**src/rtl/rect_raster.sv**
```systemverilog
// Rectangle / full-screen fill rasterizer: turns one draw command into a stream of
// single-pixel frame-buffer writes, scanning row-major with clipping at the screen edge.
module rect_raster #(
  parameter int PX_WIDTH  = 160,
  parameter int PX_HEIGHT = 120,
  parameter int COORD_W   = 8
) (
  input  logic               clk,
  input  logic               clr,
  input  logic               cmd_valid,
  output logic               cmd_ready,
  input  logic               cmd_clear,
  input  logic [COORD_W-1:0] cmd_x,
  input  logic [COORD_W-1:0] cmd_y,
  input  logic [COORD_W-1:0] cmd_w,
  input  logic [COORD_W-1:0] cmd_h,
  input  logic [2:0]         cmd_color,
  output logic [15:0]        wmemaddr,
  output logic [2:0]         wmemdata,
  output logic               wmemwe,
  output logic               busy,
  output logic               done
);

  // Internal coordinate width: wide enough for x+w without wrap and for the screen bounds.
  localparam int CW_MIN = COORD_W + 1;
  localparam int CW_X   = $clog2(PX_WIDTH + 1);
  localparam int CW_Y   = $clog2(PX_HEIGHT + 1);
  localparam int CW_XY  = (CW_X > CW_Y) ? CW_X : CW_Y;
  localparam int CW     = (CW_MIN > CW_XY) ? CW_MIN : CW_XY;

  localparam logic [CW-1:0] X_MAX    = CW'(PX_WIDTH);
  localparam logic [CW-1:0] Y_MAX    = CW'(PX_HEIGHT);
  localparam logic [15:0]   ROW_STEP = 16'(PX_WIDTH);

  localparam logic [1:0] IDLE = 2'd0;
  localparam logic [1:0] DRAW = 2'd1;
  localparam logic [1:0] DONE = 2'd2;

  logic [1:0]    state_q, state_d;
  logic [CW-1:0] x0_q, x_end_q, y_end_q;
  logic [CW-1:0] x_q, y_q;
  logic [15:0]   row_q;
  logic [2:0]    color_q;
  logic          fin_q;
  logic          done_q;

  // Command decode, only consumed on the accepting edge.
  logic [CW-1:0] dx, dy, sum_x, sum_y;
  logic [CW-1:0] n_x0, n_y0, n_xe, n_ye;
  logic [15:0]   n_row;
  logic          n_empty;

  always_comb begin
    dx    = CW'(cmd_x);
    dy    = CW'(cmd_y);
    sum_x = dx + CW'(cmd_w);
    sum_y = dy + CW'(cmd_h);
    if (cmd_clear) begin
      n_x0    = '0;
      n_y0    = '0;
      n_xe    = X_MAX;
      n_ye    = Y_MAX;
      n_empty = 1'b0;
    end else begin
      n_x0    = dx;
      n_y0    = dy;
      n_xe    = (sum_x > X_MAX) ? X_MAX : sum_x;
      n_ye    = (sum_y > Y_MAX) ? Y_MAX : sum_y;
      n_empty = (cmd_w == '0) || (cmd_h == '0) || (dx >= X_MAX) || (dy >= Y_MAX);
    end
    // One multiply per command seeds the row base; pixels then only add.
    n_row = 16'(n_y0) * ROW_STEP;
  end

  logic x_last, y_last;
  assign x_last = (x_q == x_end_q - CW'(1));
  assign y_last = (y_q == y_end_q - CW'(1));

  always_comb begin
    state_d = state_q;
    case (state_q)
      IDLE:    if (cmd_valid) state_d = n_empty ? DONE : DRAW;
      DRAW:    if (fin_q) state_d = DONE;
      DONE:    if (done_q) state_d = IDLE;
      default: state_d = IDLE;
    endcase
  end

  // fin_q marks the cycle where the last write is on the outputs; DRAW drains through it.
  // In DONE, done_q toggles so empty commands spend one silent cycle before the pulse.
  always_ff @(posedge clk or posedge clr) begin
    if (clr) begin
      state_q  <= IDLE;
      x0_q     <= '0;
      x_end_q  <= '0;
      y_end_q  <= '0;
      x_q      <= '0;
      y_q      <= '0;
      row_q    <= '0;
      color_q  <= '0;
      fin_q    <= 1'b0;
      done_q   <= 1'b0;
      wmemaddr <= '0;
      wmemdata <= '0;
      wmemwe   <= 1'b0;
    end else begin
      state_q <= state_d;
      wmemwe  <= 1'b0;
      case (state_q)
        IDLE: begin
          if (cmd_valid) begin
            x0_q    <= n_x0;
            x_end_q <= n_xe;
            y_end_q <= n_ye;
            x_q     <= n_x0;
            y_q     <= n_y0;
            row_q   <= n_row;
            color_q <= cmd_color;
            fin_q   <= 1'b0;
            done_q  <= 1'b0;
          end
        end
        DRAW: begin
          if (!fin_q) begin
            wmemwe   <= 1'b1;
            wmemaddr <= row_q + 16'(x_q);
            wmemdata <= color_q;
            if (x_last) begin
              x_q   <= x0_q;
              y_q   <= y_q + CW'(1);
              row_q <= row_q + ROW_STEP;
              fin_q <= y_last;
            end else begin
              x_q <= x_q + CW'(1);
            end
          end else begin
            done_q <= 1'b1;
          end
        end
        DONE: done_q <= ~done_q;
        default: ;
      endcase
    end
  end

  assign cmd_ready = (state_q == IDLE);
  assign busy      = (state_q != IDLE);
  assign done      = done_q;

endmodule

```
**config.mk**
```make
export PLATFORM = sky130hd
export DESIGN_NAME = rect_raster
export DESIGN_NICKNAME = d
export VERILOG_FILES = /design/src/rtl/rect_raster.sv
export SDC_FILE = /design/constraint.sdc
export NUM_CORES = 1
export LEC_CHECK = 0
export CORE_MARGIN = 2
export CORE_UTILIZATION = 52
export DETAILED_ROUTE_END_ITERATION = 16
export MAX_ROUTING_LAYER = met4
export PLACE_DENSITY = 0.77
export SETUP_SLACK_MARGIN = 0.4
export SYNTH_ARGS = -nofsm -noshare
export SYNTH_HDL_FRONTEND = slang
export SYNTH_SLANG_ARGS = --single-unit
```
**constraint.sdc**
```tcl
create_clock -name clk -period 2.61 [get_ports clk]
set_input_delay 0.261 -clock clk [delete_from_list [all_inputs] [get_ports clk]]
set_output_delay 0.261 -clock clk [all_outputs]
set_load 0.005 [all_outputs]
```
# --- Yosys cells after proc, flatten, opt, wreduce, memory -nomap -nowiden ---
# Cells that the tools add are included.
word_totals:
  reg_bits: 88
  output_inout_bits: 23
classes:
  add_sub_neg: 8
  mul: 1
  magnitude_cmp: 4
  eq_ne: 9
  mux: 32
  bitwise_logic: 2
  n_reduce_logical: 16
ops:
  columns: ["operator", "count"]
  rows:
  - ["$mux 9", 10]
  - ["$mux 16", 3]
  - ["$pmux 9 s2", 2]
  - ["$pmux 16 s2", 1]
  - ["$add 8x8->9", 2]
  - ["$add 9x1->9 const B", 2]
  - ["$eq 9x9->1", 2]
  - ["$sub 9x1->9 const B", 2]
  - ["$add 16x8->16 const B", 1]
  - ["$add 16x9->16", 1]
  - ["$logic_not 8->1", 2]
  - ["$mux 8", 2]
  - ["$mul 9x3->11 const B", 1]
  - ["$ne 2x2->1 const B", 5]
  - ["$gt 9x7->1 const B", 1]
  - ["$gt 9x8->1 const B", 1]
  - ["$reduce_and 3->1", 3]
  - ["$ge 8x7->1 const B", 1]
  - ["$ge 8x8->1 const B", 1]
  - ["$mux 2", 4]
  - ["$mux 1", 7]
  - ["$pmux 2 s3", 1]
  - ["$reduce_and 2->1", 3]
  - ["$reduce_and 4->1", 1]
  - ["9 further kinds", 13]

# --- Depth between registers and ports, before layout ---
# Gate-level depths: netlist of the first run.
logic_depth:
  word_depth: 8
  ltp_mapped: 13

# --- Worst setup path after synthesis of the first run ---
# OpenSTA, ideal clock, no wires.
synth_timing:
  path_type: "flip-flop to flip-flop"
  from: "register x_end_q[0]"
  to: "register row_q[5]"
  t_arrival_ps: 2491
  t_required_ps: 2485
  slack_ps: -6
  path_stages_with_launch: 10
  cell_sequence: "dfrtp_1 > inv_1 > ha_1 > or3b_2 > o32ai_1 > nand4_1 > a2111oi_4 > a21o_1 > buf_4 > mux2_2"
synth_between:
  elab_chain_len: 4
synth_rtl:
  columns: ["element", "line_no", "text"]
  rows:
  - ["from (decl)", "41", "logic [CW-1:0] x0_q, x_end_q, y_end_q;"]
  - ["from (signal assigned)", "114", "x_end_q <= n_xe;"]
  - ["$sub 9x1->9", "77", "assign x_last = (x_q == x_end_q - CW'(1));"]
  - ["$eq 9x9->1", "77", null]
  - ["$ne 2x2->1 (no line)", null, null]
  - ["$reduce_and 4->1 (no line)", null, null]
  - ["to (signal assigned)", "118", "row_q <= n_row;"]
  - ["to (signal assigned)", "132", "row_q <= row_q + ROW_STEP;"]
  - ["to (decl)", "43", "logic [15:0] row_q;"]
# Every way passes these cells.
# A chain may end at the register's enable or synchronous reset.

# --- Worst setup path in the final report of the first run ---
layout_timing:
  from: "register x_end_q[1]"
  to: "register row_q[7]"
# The elaborated chain is that of the path after synthesis.

==> results of run 1 <==
logic make-up (layout without fill, tap and decap cells):
logic type / count (synthesis) / after routing
flip-flops: 82 / 82
AND/OR/NAND/NOR: 247 / 247
XOR/XNOR: 46 / 46
multiplexers: 8 / 8
AO/OA/AOI/OAI: 195 / 195
buffers and inverters: 65 / 192
adder cells (fa/ha/maj): 44 / 44
final timing paths:
path                             from          end  slack (ns)  cells after the start
setup / recovery           x_end_q[1]     row_q[7]       -0.06                      9
hold reg to reg            color_q[0]  wmemdata[0]        0.48                      2
max in group asynchronous         clr   y_end_q[1]        1.67                      3
hold / removal                    clr  wmemdata[1]        0.32                      2
min in group clk             cmd_x[5]      x0_q[5]        0.33                      3
setup reg to reg           x_end_q[1]     row_q[7]       -0.06                      9
area by class of cell:
type	instances	area, um^2
clock buffers	12	145
flip-flops and latches	82	2050
fillers	851	3160
repair buffers	139	1280
inverters	37	143
clock inverters	4	51.3
multi-input cells	540	3830
well taps	140	175
metrics by stage:
step	area, um^2	hold slack [ns]	worst slack, ns
final	7680	0.319	-0.0552
after global routing	7680	0.356	-0.129
after CTS	7430	0.340	0.0234
after detailed placement	6970	0.455	-0.293
after global placement	6970	0.443	-0.181
after floorplan	5830	0.366	0.179
per-layer routing:
metal	part of all wire	wire length (um)	up-vias	GRT usage
met5	0	0	-	-
met4	0.011	180	0	0.0841
met3	0.070	1120	18	0.0389
met2	0.48	7730	209	0.454
met1	0.43	6950	2628	0.374
li1	-	-	2683	-
state kept, by name, summed over array words and instances (netlist names):
register and flops:
x_q 9, color_q 3, row_q 11, fin_q 1, wmemaddr 16, x0_q 8, wmemdata 3, wmemwe 1
state_q 2, y_end_q 9, y_q 9, done 1, x_end_q 9
worst max-delay path, delay by kind of cell, from the launching register on:
kind	cells	cell delay [ns]
flops	1	0.41
compound gates	3	0.90
buf+inv	3	0.48
simple gates	3	0.76
power by group through the flow:
stage | Sequential (mW) | Combinational, mW | Clock (mW)
after floorplan | 2.20 | 2.40 | 0
after global placement | 2.35 | 3.27 | 0
after detailed placement | 2.40 | 3.41 | 0
after CTS | 2.37 | 3.65 | 0.943
after global routing | 2.48 | 4.37 | 1.00
final | 2.42 | 3.94 | 0.946
placed cells by master, fill, tap and decap left out, types with 3 or more instances in the layout:
cell type,netlist,final
nor4_1,9,8
dfrtp_1,82,81
and2_1,6,6
o21ai_1,1,11
clkbuf_2,0,3
a31oi_1,11,9
nand3_1,17,15
nor2_2,0,3
dlygate4sd2_1,0,4
dlymetal6s2s_1,0,6
a2111oi_4,1,3
nor2_4,0,5
o21a_1,4,4
nand2b_1,10,10
a22o_1,7,7
nand3b_1,4,4
nand2_1,102,100
o22ai_1,10,10
ha_4,0,5
a21oi_1,50,40
clkbuf_8,0,10
o211ai_1,5,5
a21oi_2,0,8
buf_4,2,64
mux2i_1,5,5
nor2_1,51,43
nand4_1,6,6
a21o_1,11,10
nor3_1,12,9
buf_12,0,3
o21ai_0,60,48
nor2b_1,16,14
inv_1,37,34
clkdlybuf4s50_1,0,47
ha_1,41,34
buf_6,0,8
xnor2_1,23,23
xor2_1,23,22
nor3_4,0,3
repair_timing:
action                     in CTS  in global routing
setup endpoints to repair      47                 46
setup buffers                  12                  4
pin swaps                      23                 22
gates resized for setup        43                 61
cloned                          2                  0
==> results.toml, run 1 <==
[drt]
vias = 5538
post_drt_wl_per_cell_um = 16.7
drt_iter0_drc = 463
vias_per_cell = 5.81
first_pass_iters = 5
ant_nets = 0
drc = 0
wl_mm = 16.0

[yosys]
syn_inst = 687
synth.avg_cell_area_um2 = 8.37
ys.flop_type = "dfrtp_1"
synthSimpleGateAreaFrac = 0.201
syn_area_um2 = 5750
synth_edf_count = 0
yosys_warnings = 0
synth_cell_type_count = 62
yosys.area.top_type_share = 0.357
synthXorXnorAreaFrac = 0.0700
yosysSeqAreaShare = 0.357
synthTopCellsByArea = "dfrtp_1 (36%), ha_1 (8.9%), nand2_1 (6.7%), o21ai_0 (5.2%), a21oi_1 (4.3%)"
synth_area_leader_cell = "dfrtp_1"
synthArstFlopShare = 1.00
synth_compound_area_frac = 0.214
synth_common_cells = "nand2_1 (102), dfrtp_1 (82), o21ai_0 (60), nor2_1 (51), a21oi_1 (50)"
syn_nets = 770
yosys.cell_count.top_type = "nand2_1"
synth_top_family_by_area = "compound AO/OA/AOI/OAI gates"
synth_fa_ha_area_frac = 0.0996
synthMuxAreaShare = 0.0146
ys_ff_latch = 82

[power_and_ir_drop]
total_power_mw = 7.30
p_comb_frac = 0.540
swShare = 0.432
ir_drop_v = 0.000622
p_seq_frac = 0.331
power_leakage_nw = 3.38
p_int_mw = 4.15
power_switching_mw = 3.16
clkPwrFrac = 0.130
powerDensity_nw_per_um2 = 951

[clock_network]
clk_latency_ns = 0.36
clk_path_buf_depth = 2
h-tree-depth = 3
cts_hold_buffers = 0
cts-buffers-inserted = 9
clk_pin_slew_ns = 0.09
cts_tree = "done"
numClockSinks = 82
cts_root_buf = "clkbuf_8"

[setup_path]
crit_chain = "buf_6 > or4_4 > a2111oi_4 > nor2_2 > a2111oi_4 > buf_4 > buf_6 > nand3_2 > o311a_1"
end_kind = "flop"
path_class = "reg -> reg"
slowest_stage = "or4_4"
cp.required_ns = 2.85
critical_path.max_stage_delay_ns = 0.57
worst_ep_arrival_time_ns = 2.90
crit_fanout = 7
crit_path_start_kind = "flop"

[place]
gp_congestion = 0.945
place_inst = 920
port_buffers = 61
dp_hpwl_mm = 11.5

[cells_and_area]
final_core_util = 0.708
area_delta_synth_final_pct = 33.4
final_cell_count_no_fill = 954
nets = 892
final_layout_size_suffix_gt1_frac = 0.200
diodes = 0

[grt]
first_global_vias = 5277
grt_first_pass_wirelength_mm = 25.5
grt_overflow = 0
grt_start_max_net_pins = 42
grt_usage = 0.282
antenna_found_initial = 0

[job]
cap_viol_max_count = 0

[sta]
rsz0062_at_grt = "true"
setup-violations-final = 5
layout_min_cycle_time_ns = 2.67
slew_viol_final = 0
slew_headroom = 0.586
max_freq_mhz = 375
period_share = 1.02
finalHoldViolations = 0
worst_pin_slew_ns = 0.620
tns_ns = -0.167
finalClockSkew_ns = 0.0145
setup_ws_ns = -0.0552

[floorplan]
ioPinCount = 62
fp.dieW_um = 109
fp-row-count = 38
core_um2 = 10800
die_height_um = 109
die_area_um2 = 11900
start_util = 0.531

[hold_path]
min_path_type = "in -> async"

[status]
violations = "setup timing"
outcome = "complete, but fails checks"
No activity file was read; power rests on OpenSTA's default activity.
==> run 2, diff against run 1 <==
- PLACE_DENSITY: 0.77 -> unset
- PLACE_DENSITY_LB_ADDON: unset -> 0.25
==> run 2 against run 1 <==
The flow still finishes with violations (setup timing). Clock skew up 0.0014 ns. Critical path depth unchanged. Largest power group unchanged. Final cell count up 0.31%. Routed wire length up 1.3%. Maximum frequency down 0.26%. Clock power up 9.9%. Via count up 1.0%. Register-to-register slack about the same. Sequential cell count unchanged. Clock-buffer cell count down 1. Die area unchanged.
==> results.toml, run 2 (synthesis gave the netlist of run 1 again) <==
[cells_and_area]
final_cell_mix = "nand2_1 (101), dfrtp_1 (81), buf_4 (66), clkdlybuf4s50_1 (50), o21ai_0 (49)"
biggestRegsByFlops = "wmemaddr x16, row_q x11"
largest_reg_flops = 16
area_delta_synth_final_pct = 33.8
final_layout_size_suffix_gt1_frac = 0.203
nets = 895
regMostFlops = "wmemaddr"
layout.cells.most_common = "nand2_1"
diodes = 0
fin_area_um2 = 7700

[sta]
slew_viol_final = 0
max_freq_mhz = 374
hold_ws_ns = 0.321
worst_pin_slew_ns = 0.827
tns_ns = -0.343
finalClockSkew_ns = 0.0160
rsz0062_at_grt = "true"
finalHoldViolations = 0
setup_ws_ns = -0.0621
slew_headroom = 0.448
layout_min_cycle_time_ns = 2.67
setup-violations-final = 10
period_share = 1.02

[power_and_ir_drop]
p_comb_frac = 0.533
total_power_mw = 7.46
clkPwrFrac = 0.140
p_seq_frac = 0.327
ir_drop_v = 0.000555
power_leakage_nw = 3.37
p_int_mw = 4.29
power_switching_mw = 3.17
swShare = 0.425
powerDensity_nw_per_um2 = 970

[setup_path]
slowest_stage = "or4_4"
crit_path_start_kind = "flop"
end_kind = "flop"
worst_ep_arrival_time_ns = 2.93
critical_path.max_stage_delay_ns = 0.57
cp_num_buf_inv = 3
crit_chain = "buf_6 > or4_4 > a2111oi_4 > nor2_2 > a2111oi_4 > a21o_1 > buf_4 > buf_6 > mux2_4"
cp.required_ns = 2.87
critPathTopFamily = "compound AO/OA/AOI/OAI gates"
path_class = "reg -> reg"
crit_fanout = 3

[clock_network]
clk_path_buf_depth = 2
h-tree-depth = 3
cts_root_buf = "clkbuf_8"
clk_pin_slew_ns = 0.08
cts-buffers-inserted = 9
cts_tree = "done"
clk_latency_ns = 0.38
cts_hold_buffers = 0
numClockSinks = 82

[place]
gp_congestion = 0.920
placed_cell_area_um2 = 6980
dp_slack_ns = -0.304
port_buffers = 61
dp_hpwl_mm = 11.5

[floorplan]
ioPinCount = 62
fp-row-count = 38
core_um2 = 10800
fp.dieW_um = 109
die_height_um = 109
start_util = 0.531
die_area_um2 = 11900

[drt]
vias_per_cell = 5.85
drc = 0
first_pass_iters = 7
wl_mm = 16.2
drt_iter0_drc = 421
ant_nets = 0
post_drt_wl_per_cell_um = 16.9
vias = 5596

[hold_path]
min_path_type = "in -> reg"

[job]
cap_viol_max_count = 0

[grt]
antenna_found_initial = 0
grt_first_pass_wirelength_mm = 25.6
grt_start_max_net_pins = 39
grt_usage = 0.282
grt_overflow = 0
first_global_vias = 5320

[status]
violations = "setup timing"
outcome = "complete, but fails checks"
## run 2: cell types whose count changed in the layout (fill, tap and decap cells not counted), sizes merged
cell,before,now
clkdlybuf4s50,47,50
dlygate4sd2,4,8
clkbuf,15,12
dlymetal6s2s,6,2
bufinv,1,2
buf,78,80
## run 2: cell type report
cell class,count,area (um^2)
Multi-Input combinational cell,540,3780
Sequential cell,82,2050
Clock inverter,5,77.6
Timing Repair Buffer,142,1330
Inverter,37,143
Fill cell,838,3140
Clock buffer,11,141
Tap cell,140,175
## run 2: layer usage
metal  share of wire  track usage
met2            0.49        0.446
met1            0.43        0.372
met3           0.064       0.0520
met4           0.015       0.0823
met5               0            -
## run 2: repair_timing
action                                  4_1_cts  5_1_grt
endpoints found under the setup margin       47       48
pin swaps                                    20       12
buffers inserted                             15        3
resized for setup                            49       46
cloned                                        1        1
hold endpoints to repair                      0        0
## run 2: power by group through the flow
| stage | combinational (mW) | clock, mW | sequential, mW |
|---|---|---|---|
| after global routing | 4.38 | 1.10 | 2.50 |
| after detailed placement | 3.40 | 0 | 2.41 |
| after global placement | 3.27 | 0 | 2.38 |
| after CTS | 3.73 | 1.05 | 2.39 |
| after floorplan | 2.40 | 0 | 2.20 |
| final | 3.98 | 1.04 | 2.44 |
## run 2: worst reg2reg max path, cell delays in order (launching register included)
cell and delay (ns):
dfrtp_1 0.40, buf_6 0.13, or4_4 0.57, a2111oi_4 0.22
nor2_2 0.08, a2111oi_4 0.39, a21o_1 0.27, buf_4 0.14
buf_6 0.08, mux2_4 0.28
## run 2: final timing paths
kind,slack (ns),depth (start not counted),to,startpoint
worst max-delay path,-0.06,9,row_q[5],x_end_q[0]
worst min-delay path,0.32,3,x0_q[5],cmd_x[5]
worst max register to register,-0.06,9,row_q[5],x_end_q[0]
worst min register to register,0.47,2,wmemdata[1],color_q[1]
max in group asynchronous,1.59,3,x_q[6],clr
min in group asynchronous,0.38,2,x0_q[1],clr
## run 2: through the flow
step / utilization / cells
finish: 0.710 / 957
global route: 0.710 / 957
CTS: 0.690 / 953
detailed placement: 0.644 / 921
global placement: 0.644 / 921
floorplan: - / 687
==> run 3, diff against run 2 <==
==> constraint.sdc (replaced) <==
create_clock -name clk -period 2.61 [get_ports clk]
set_input_delay 0.261 -clock clk [delete_from_list [all_inputs] [get_ports clk]]
set_output_delay 0.261 -clock clk [all_outputs]
set_load 0.1 [all_outputs]
==> run 3 against run 2 <==
The run now ends clean. First-iteration DRC count decreased by 16%. Maximum frequency up 3.2%. Hold slack got worse by 0.095 ns. Routed wire length shrank 1.9%. Die area unchanged. Worst setup slack gained 0.084 ns. Final area is 0.78% higher. Critical path depth shrank 1. Core utilization is 0.55 points higher. Critical endpoint is now row_q[14]. Largest cell class unchanged. Highest routed layer unchanged.
==> results.toml, run 3 (synthesis gave the netlist of run 1 again) <==
[status]
outcome = "completed"

[place]
port_buffers = 61
gp_congestion = 0.874
dp_hpwl_mm = 11.4

[grt]
antenna_found_initial = 0
grt_first_pass_wirelength_mm = 25.4
grt_overflow = 0
grt_start_max_net_pins = 71
grt_usage = 0.278
first_global_vias = 5413

[power_and_ir_drop]
ir_drop_v = 0.00109
powerDensity_nw_per_um2 = 1080
power_switching_mw = 4.30
p_comb_frac = 0.608
power_leakage_nw = 3.40
p_seq_frac = 0.292
clkPwrFrac = 0.100
p_int_mw = 4.09
swShare = 0.513

[setup_path]
crit_fanout = 12
slowest_stage = "nor4bb_2"
cp.required_ns = 2.86
end_kind = "flop"
crit_path_start_kind = "flop"
path_class = "reg -> reg"
critical_path.max_stage_delay_ns = 0.48
crit_chain = "xor2_2 > nor4bb_2 > nor3_4 > a2111oi_4 > a21o_1 > buf_12 > nand2_2 > a22o_1"
worst_ep_arrival_time_ns = 2.83

[clock_network]
cts_tree = "done"
clk_pin_slew_ns = 0.08
cts_root_buf = "clkbuf_8"
h-tree-depth = 3
clk_latency_ns = 0.36
numClockSinks = 82
clk_path_buf_depth = 2
cts_hold_buffers = 0
cts-buffers-inserted = 9

[cells_and_area]
biggestRegsByFlops = "wmemaddr x16, row_q x11"
nets = 896
final_cell_mix = "nand2_1 (99), buf_4 (94), dfrtp_1 (82), o21ai_0 (47), nor2_1 (40)"
nFillCells = 822
largest_reg_flops = 16
final_core_util = 0.716
multi_input_area_um2 = 3970
area_delta_synth_final_pct = 34.8
regArea_um2 = 2050
regMostFlops = "wmemaddr"
final_layout_size_suffix_gt1_frac = 0.267
layout.cells.most_common = "nand2_1"
diodes = 0

[sta]
rsz0062_at_grt = "true"
hold_ws_ns = 0.226
worst_pin_slew_ns = 0.577
setup-violations-final = 0
finalHoldViolations = 0
max_freq_mhz = 386
period_share = 0.992
slew_headroom = 0.614
layout_min_cycle_time_ns = 2.59
finalClockSkew_ns = 0.00962
slew_viol_final = 0

[floorplan]
die_area_um2 = 11900
fp-row-count = 38
core_um2 = 10800
die_height_um = 109
start_util = 0.531
fp.dieW_um = 109
ioPinCount = 62

[drt]
post_drt_wl_per_cell_um = 16.6
drt_iter0_drc = 354
wl_mm = 15.9
vias = 5616
vias_per_cell = 5.87
first_pass_iters = 5
drc = 0
ant_nets = 0

[hold_path]
min_path_type = "in -> async"

[job]
cap_viol_max_count = 0
[run 3: worst paths after layout]
| kind | startpoint | endpoint | slack [ns] | depth (start not counted) |
|---|---|---|---|---|
| setup / recovery | x_q[8] | row_q[14] | 0.02 | 8 |
| hold / removal | clr | wmemaddr[7] | 0.23 | 2 |
| setup reg to reg | x_q[8] | row_q[14] | 0.02 | 8 |
| hold reg to reg | wmemaddr[12] | wmemaddr[12] | 0.48 | 2 |
| max in group asynchronous | clr | y_q[3] | 1.73 | 3 |
| min in group clk | cmd_x[4] | x0_q[4] | 0.33 | 3 |
[run 3: routing by layer]
| layer | part of all wire | vias up | GRT usage |
|---|---|---|---|
| met5 | 0 | - | - |
| met4 | 0.018 | 0 | 0.0931 |
| met3 | 0.055 | 24 | 0.0323 |
| met2 | 0.48 | 206 | 0.453 |
| met1 | 0.45 | 2699 | 0.362 |
| li1 | - | 2687 | - |
[run 3: layout make-up]
type	instances	area share
Clock inverter	2	0.00161
Sequential cell	82	0.265
Tap cell	140	0.0226
Inverter	37	0.0189
Multi-Input combinational cell	540	0.511
Timing Repair Buffer	143	0.161
Clock buffer	13	0.0205
[run 3: power groups by stage]
stage | logic (mW) | clock network (mW) | registers [mW]
2_1_floorplan | 2.59 | 0 | 3.15
3_3_place_gp | 4.37 | 0 | 2.37
3_5_place_dp | 4.51 | 0 | 2.41
4_1_cts | 4.77 | 0.851 | 2.40
5_1_grt | 5.53 | 0.906 | 2.52
6_report | 5.10 | 0.841 | 2.45
[run 3: stage by stage]
| step | power [mW] | area, um^2 | setup TNS, ns | setup WS [ns] | std cells |
|---|---|---|---|---|---|
| global placement | 6.74 | 6980 | -1.40 | -0.212 | 926 |
| CTS | 8.02 | 7480 | 0 | 0.0921 | 954 |
| detailed placement | 6.92 | 6980 | -2.74 | -0.299 | 926 |
| floorplan | 5.74 | 5850 | 0 | 0.0987 | 687 |
| finish | 8.40 | 7760 | 0 | 0.0217 | 957 |
| global route | 8.96 | 7760 | -1.28 | -0.100 | 957 |
[run 3: worst max-delay path: cells and delay by family (launching register included)]
family                 cells  cell delay, ns
AO/OA/AOI/OAI              3            0.94
XOR/XNOR                   1            0.30
buffers and inverters      1            0.18
flip-flops                 1            0.46
AND/OR/NAND/NOR            3            0.60
[run 3: timing repair]
item,4_1_cts,5_1_grt
buffers inserted,11,2
pin swaps,28,20
resized for setup,63,66
cloned,2,1
setup endpoints to repair,46,45
